==> src/rtl/pipe_sub_16bit_pkg.sv <==
// Shared constants and the per-stage register bundle for the pipelined subtractor.
package pipe_sub_pkg;

  localparam int unsigned WIDTH  = 16;
  localparam int unsigned SLICE  = 4;
  localparam int unsigned STAGES = WIDTH / SLICE;

  // Operands travel full width; each stage only consumes its own slice of them.
  typedef struct packed {
    logic             valid;
    logic             borrow;
    logic [WIDTH-1:0] opa;
    logic [WIDTH-1:0] opb;
    logic [WIDTH-1:0] res;
  } stage_t;

endpackage

==> src/rtl/pipe_sub_16bit_if.sv <==
// Operand/result handshake bundle for pipe_sub_16bit.
interface pipe_sub_16bit_if;
  import pipe_sub_pkg::*;

  logic             in_valid;
  logic             in_ready;
  logic [WIDTH-1:0] a;
  logic [WIDTH-1:0] b;
  logic             bin;
  logic             out_valid;
  logic             out_ready;
  logic [WIDTH-1:0] diff;
  logic             bout;
  logic             zero;
  logic             neg;
  logic             ovf;

  modport slave (
    input  in_valid, a, b, bin, out_ready,
    output in_ready, out_valid, diff, bout, zero, neg, ovf
  );

  modport master (
    output in_valid, a, b, bin, out_ready,
    input  in_ready, out_valid, diff, bout, zero, neg, ovf
  );

endinterface

==> src/rtl/pipe_sub_16bit_slice.sv <==
// Combinational SLICE-bit subtractor: a - b - bin via a + ~b + ~bin.
module sub_slice #(
  parameter int unsigned SLICE = 4
) (
  input  logic [SLICE-1:0] a,
  input  logic [SLICE-1:0] b,
  input  logic             bin,
  output logic [SLICE-1:0] d,
  output logic             bout
);

  logic carry;

  assign {carry, d} = {1'b0, a} + {1'b0, ~b} + {{SLICE{1'b0}}, ~bin};
  assign bout = ~carry;

endmodule

==> src/rtl/pipe_sub_16bit.sv <==
// Pipelined subtractor, one SLICE per stage, global-stall valid/ready handshake.
// Optional result flags enabled by defining PIPE_SUB_FLAGS_EN.
module pipe_sub_16bit #(
  parameter int unsigned WIDTH  = pipe_sub_pkg::WIDTH,
  parameter int unsigned SLICE  = pipe_sub_pkg::SLICE,
  parameter int unsigned STAGES = pipe_sub_pkg::STAGES
) (
  input  logic             clk,
  input  logic             reset,
  pipe_sub_16bit_if.slave  bus
);

  typedef pipe_sub_pkg::stage_t stage_t;

  stage_t           src  [STAGES];
  stage_t           st_d [STAGES];
  stage_t           st_q [STAGES];
  logic [SLICE-1:0] sd   [STAGES];
  logic             sbo  [STAGES];
  logic             adv;

  assign adv          = !st_q[STAGES-1].valid || bus.out_ready;
  assign bus.in_ready = adv;

  always_comb begin
    src[0] = '{valid: bus.in_valid, borrow: bus.bin, opa: bus.a, opb: bus.b, res: '0};
    for (int unsigned k = 1; k < STAGES; k++) begin
      src[k] = st_q[k-1];
    end
  end

  for (genvar j = 0; j < STAGES; j++) begin : g_slice
    sub_slice #(.SLICE(SLICE)) u_slice (
      .a    (src[j].opa[SLICE*j +: SLICE]),
      .b    (src[j].opb[SLICE*j +: SLICE]),
      .bin  (src[j].borrow),
      .d    (sd[j]),
      .bout (sbo[j])
    );
  end

  // Each stage replaces the incoming borrow with its own and drops its slice into res.
  always_comb begin
    for (int unsigned k = 0; k < STAGES; k++) begin
      st_d[k]                      = src[k];
      st_d[k].borrow               = sbo[k];
      st_d[k].res[SLICE*k +: SLICE] = sd[k];
    end
  end

  always_ff @(posedge clk) begin
    if (reset) begin
      for (int unsigned k = 0; k < STAGES; k++) begin
        st_q[k] <= '0;
      end
    end else if (adv) begin
      for (int unsigned k = 0; k < STAGES; k++) begin
        st_q[k] <= st_d[k];
      end
    end
  end

  assign bus.out_valid = st_q[STAGES-1].valid;
  assign bus.diff      = st_q[STAGES-1].res[WIDTH-1:0];
  assign bus.bout      = st_q[STAGES-1].borrow;

`ifdef PIPE_SUB_FLAGS_EN
  stage_t fin_d;
  logic   zero_q;
  logic   neg_q;
  logic   ovf_q;

  assign fin_d = st_d[STAGES-1];

  always_ff @(posedge clk) begin
    if (reset) begin
      zero_q <= 1'b0;
      neg_q  <= 1'b0;
      ovf_q  <= 1'b0;
    end else if (adv) begin
      zero_q <= (fin_d.res == '0);
      neg_q  <= fin_d.res[WIDTH-1];
      ovf_q  <= (fin_d.opa[WIDTH-1] != fin_d.opb[WIDTH-1]) &&
                (fin_d.res[WIDTH-1] != fin_d.opa[WIDTH-1]);
    end
  end

  assign bus.zero = zero_q;
  assign bus.neg  = neg_q;
  assign bus.ovf  = ovf_q;
`else
  assign bus.zero = 1'b0;
  assign bus.neg  = 1'b0;
  assign bus.ovf  = 1'b0;
`endif

endmodule
==> src/flat_wrapper.sv <==
// flat-port wrapper written by rule: the top's interface ports become plain ports
module pipe_sub_16bit_flat 
#(
  parameter int unsigned WIDTH  = pipe_sub_pkg::WIDTH,
  parameter int unsigned SLICE  = pipe_sub_pkg::SLICE,
  parameter int unsigned STAGES = pipe_sub_pkg::STAGES
)
  (clk, reset, bus_in_valid, bus_a, bus_b, bus_bin, bus_out_ready, bus_in_ready, bus_out_valid, bus_diff, bus_bout, bus_zero, bus_neg, bus_ovf);
  pipe_sub_16bit_if bus_i ();
  input  logic clk;
  input  logic reset;
  input wire logic [$bits(bus_i.in_valid)-1:0] bus_in_valid;
  input wire logic [$bits(bus_i.a)-1:0] bus_a;
  input wire logic [$bits(bus_i.b)-1:0] bus_b;
  input wire logic [$bits(bus_i.bin)-1:0] bus_bin;
  input wire logic [$bits(bus_i.out_ready)-1:0] bus_out_ready;
  output wire logic [$bits(bus_i.in_ready)-1:0] bus_in_ready;
  output wire logic [$bits(bus_i.out_valid)-1:0] bus_out_valid;
  output wire logic [$bits(bus_i.diff)-1:0] bus_diff;
  output wire logic [$bits(bus_i.bout)-1:0] bus_bout;
  output wire logic [$bits(bus_i.zero)-1:0] bus_zero;
  output wire logic [$bits(bus_i.neg)-1:0] bus_neg;
  output wire logic [$bits(bus_i.ovf)-1:0] bus_ovf;
  assign bus_i.in_valid = bus_in_valid;
  assign bus_i.a = bus_a;
  assign bus_i.b = bus_b;
  assign bus_i.bin = bus_bin;
  assign bus_i.out_ready = bus_out_ready;
  assign bus_in_ready = bus_i.in_ready;
  assign bus_out_valid = bus_i.out_valid;
  assign bus_diff = bus_i.diff;
  assign bus_bout = bus_i.bout;
  assign bus_zero = bus_i.zero;
  assign bus_neg = bus_i.neg;
  assign bus_ovf = bus_i.ovf;
  pipe_sub_16bit #(.WIDTH(WIDTH), .SLICE(SLICE), .STAGES(STAGES)) u_core (.clk(clk), .reset(reset), .bus(bus_i));
endmodule
==> config.mk <==
export PLATFORM = sky130hd
export DESIGN_NAME = pipe_sub_16bit_flat
export DESIGN_NICKNAME = d
export VERILOG_FILES = /design/src/rtl/pipe_sub_16bit_pkg.sv /design/src/rtl/pipe_sub_16bit_if.sv /design/src/rtl/pipe_sub_16bit_slice.sv /design/src/rtl/pipe_sub_16bit.sv /design/src/flat_wrapper.sv
export SDC_FILE = /design/constraint.sdc
export NUM_CORES = 1
export LEC_CHECK = 0
export CORE_MARGIN = 4
export CORE_UTILIZATION = 63
export DETAILED_ROUTE_END_ITERATION = 10
export DONT_BUFFER_PORTS = 1
export PLACE_DENSITY = 0.9
export SYNTH_ARGS = -nofsm -noshare
export SYNTH_HDL_FRONTEND = slang
export SYNTH_SLANG_ARGS = --single-unit
==> constraint.sdc <==
create_clock -name clk -period 3.7 [get_ports clk]
set_input_delay 0 -clock clk [delete_from_list [all_inputs] [get_ports clk]]
set_output_delay 0 -clock clk [all_outputs]
set_load 0.02 [all_outputs]
==> flow_metrics.env <==
export IMPL_result_of_the_run="complete, no violations"
export IMPL_endpoint_kind="flop"
export IMPL_seq_area_um2=2880
export IMPL_post_route_cells_drive_above_1_share_pct=7.45
export IMPL_cts_tree="built"
export IMPL_initialDrtViolationCount=190
export IMPL_syn_area_um2=4250
export IMPL_largest_register_ffs=96
export IMPL_setup_viol=0
export IMPL_largestRegisters="u_core.st_q (96)"
export IMPL_r2r_start="u_core.st_q[0][199]$_SDFFCE_PN0P_"
export IMPL_kind_of_start_point_of_the_critical_path="flop"
export IMPL_portBuffers=0
export IMPL_worst_pin_slew_ps=619
export IMPL_count_of_unique_library_cells_instantiated_by_yosys=28
export IMPL_rsz_0062_raised_after_global_routing="no"
export IMPL_post_synth_inst_count=294
export IMPL_critPathArrivalTime_ps=2080
export IMPL_cts_resized_gates=0
export IMPL_multiInputGateArea_um2=1120
export IMPL_clock_skew_ps=12.3
export IMPL_timing_final_max_slew_violations=0
export IMPL_post_synth_top_count_cell="edfxtp_1"
export IMPL_power_per_cell_area_nw_per_um2=460
export IMPL_area_delta_synth_final_pct=10.9
export IMPL_critical_path_max_fanout=42
export IMPL_fin_nets=374
export IMPL_critPathKind="reg -> reg"
export IMPL_clkTransAtPathRegs_ps=90
export IMPL_crit_path_max_incr_delay_ps=530
export IMPL_synthDominantCellAreaShare_pct=67.8
export IMPL_largest_net_degree_at_the_start_of_global_routing=86
export IMPL_ys_ff_latch=96
export IMPL_leakage_dissipation_nw=2.19
export IMPL_synth_sequential_area_ratio_pct=67.8
export IMPL_crit_top_cell="nand2b_4"
export IMPL_synthArstFlopShare_pct=0
export IMPL_timing_final_hold_violations=0
export IMPL_hold_start="bus_b[3]"
export IMPL_synthFlopType="edfxtp_1"
export IMPL_floorplan_core_area_um2=6460
export IMPL_clockBufferDepth=2
export IMPL_synth_edf_count=96
export IMPL_slew_headroom_pct=58.7
export IMPL_final_min_period_over_clock_period_pct=55.1
export IMPL_max_freq_mhz=490
export IMPL_netlist_top_cell_by_area="edfxtp_1"
export IMPL_min_delay_path_class="in -> reg"
export IMPL_reg2reg_setup_slack_ps=1660
export IMPL_min_path_cells=3
export IMPL_post_layout_min_period_ps=2040
export IMPL_reg2reg_to="u_core.st_q[0][160]$_SDFFCE_PN0P_"
export IMPL_die_width_um=90.1
export IMPL_placed_insts=355
export IMPL_clkSinkCount=96
export IMPL_totalNegativeSetupSlack_ps=0
export IMPL_worst_case_vdd_ir_drop_v=0.000348
export IMPL_dieArea_um2=8120
export IMPL_yosys_warnings=0
export IMPL_first_global_vias=2197
export IMPL_cap_viol_max_count=0
export IMPL_die_height_um=90.1
export IMPL_cts_root_buffer_cell="clkbuf_8"
export IMPL_synth_commonest_cells="96 x edfxtp_1, 80 x and3_1, 27 x inv_1"
export IMPL_overflow=0
export IMPL_cts_htree_levels=3
export IMPL_largest_register="u_core.st_q"
export IMPL_fillCellCount=401
export IMPL_postCtsSetupRepairBufs=0
export IMPL_rows=29
export IMPL_insertedDiodeCount=0
export IMPL_cp_slowest_cell="edfxtp_1"
export IMPL_firstDrtPassIters=4
export IMPL_gp_routability_congestion=0.701
export IMPL_postRouteWirelength_um=6150
export IMPL_ioPinCount=59
export IMPL_initial_antenna_violation_count=0
export IMPL_globalRouteTotalUtil_pct=16.4
export IMPL_cts_buf_count=9
export IMPL_route_vias_total=2247
export IMPL_post_layout_nonfiller_instances=399
export IMPL_initial_core_util_pct=65.8
export IMPL_worstSkewPairLatency_ps=350
export IMPL_synth_top_cells_by_area="edfxtp_1 68%, and3_1 12%, fa_1 3.8%, ha_1 3.5%, inv_1 2.4%"
export IMPL_worst_r2r_path_depth=3
export IMPL_wire_per_inst_um=15.4
export IMPL_crit_required_ps=3740
export IMPL_detail_route_antenna_nets=0
export IMPL_dp_hpwl_um=3660
export IMPL_drt_vias_per_instance=5.63
export IMPL_critical_path_cell_chain="nand2b_4 -> nand2b_4 -> buf_4"
export IMPL_whs_endpoint="u_core.st_q[0][48]$_SDFFCE_PN0P_"
export IMPL_syn_avg_cell_area_um2=14.5
export IMPL_final_core_utilization_pct=73.0
export IMPL_route_detailed_drc=0
export IMPL_grt_pass1_wl_um=10400
==> layout by cell type (no fill, tap or decap) <==
cell type,synthesis,final
nand3_2,2,2
nor2_1,8,8
and3_1,80,80
xnor2_1,2,2
clkinv_2,0,2
inv_1,27,27
nor2b_1,4,4
mux2i_1,2,2
inv_2,1,1
bufinv_16,0,1
edfxtp_1,96,96
clkbuf_8,0,9
buf_4,4,3
conb_1,1,3
clkinv_1,0,2
ha_1,12,12
nor3_1,6,6
o21a_1,2,2
nand2b_4,1,2
a21oi_1,8,8
a21o_1,2,2
clkinvlp_4,0,2
nand3b_1,3,3
fa_1,8,8
nand2_2,1,1
buf_12,0,1
nand3_1,3,3
nor3b_1,2,2
dlygate4sd3_1,0,28
==> per-layer routing <==
metal	up-vias	GRT usage (%)	routed length, um
li1	1097	-	-
met1	1072	21.3	2680
met2	65	25.8	3020
met3	13	5.18	299
met4	0	6.89	146
met5	-	0	0
==> critical path: cells and delay by family, from the launching register on <==
family / cells / cell delay (ps)
buf+inv: 1 / 360
flops: 1 / 530
simple gates: 2 / 810
==> timing repair <==
item,4_1_cts,5_1_grt
hold buffers,27,1
setup endpoints to repair,0,0
endpoints found under the hold margin,27,1
==> worst max path at each step <==
stage,start,end,slack (ps),cells after the start
final,u_core.st_q[0][199]$_SDFFCE_PN0P_,u_core.st_q[0][160]$_SDFFCE_PN0P_,1660,3
after global routing,u_core.st_q[0][199]$_SDFFCE_PN0P_,u_core.st_q[0][91]$_SDFFCE_PN0P_,1500,3
after CTS,u_core.st_q[0][199]$_SDFFCE_PN0P_,u_core.st_q[0][160]$_SDFFCE_PN0P_,1640,3
after detailed placement,u_core.st_q[0][199]$_SDFFCE_PN0P_,u_core.st_q[0][109]$_SDFFCE_PN0P_,1660,3
after global placement,u_core.st_q[0][199]$_SDFFCE_PN0P_,u_core.st_q[0][108]$_SDFFCE_PN0P_,1690,3
after floorplan,u_core.st_q[0][199]$_SDFFCE_PN0P_,u_core.st_q[0][0]$_SDFFCE_PN0P_,110,3
==> cell type report <==
cell class	count	share of cell area (%)
Multi-Input combinational cell	150	23.8
Inverter	28	2.23
Clock buffer	9	2.63
Timing Repair Buffer	32	6.85
Clock inverter	7	1.33
Tap cell	77	2.04
Sequential cell	96	61.1
==> metrics by stage <==
stage               instance area (um^2)  worst slack (ps)  total power, mW  hold WS [ps]
floorplan                           4260               106             1.50           229
global placement                    4250              1690             1.51           233
detailed placement                  4250              1660             1.53           233
CTS                                 4700              1640             2.18          11.4
global route                        4710              1500             2.27          17.7
finish                              4710              1660             2.17          21.3
==> power by group <==
group          total [mW]  internal (mW)  switching, mW
Sequential           1.33           1.29         0.0466
Clock               0.646          0.305          0.340
Combinational       0.192         0.0964         0.0953
==> cell families (layout without fill, tap and decap cells) <==
family          Yosys count  count (layout)  synth area share, %
xor+xnor                  2               2                0.412
mux                       2               2                0.471
buf+inv                  50              76                 6.15
other cells               1               3               0.0882
flops                    96              96                 67.8
simple gates            111             111                 16.1
compound gates           12              12                 1.65
fa+ha+maj                20              20                 7.30
(Power assumes the default switching activity.)
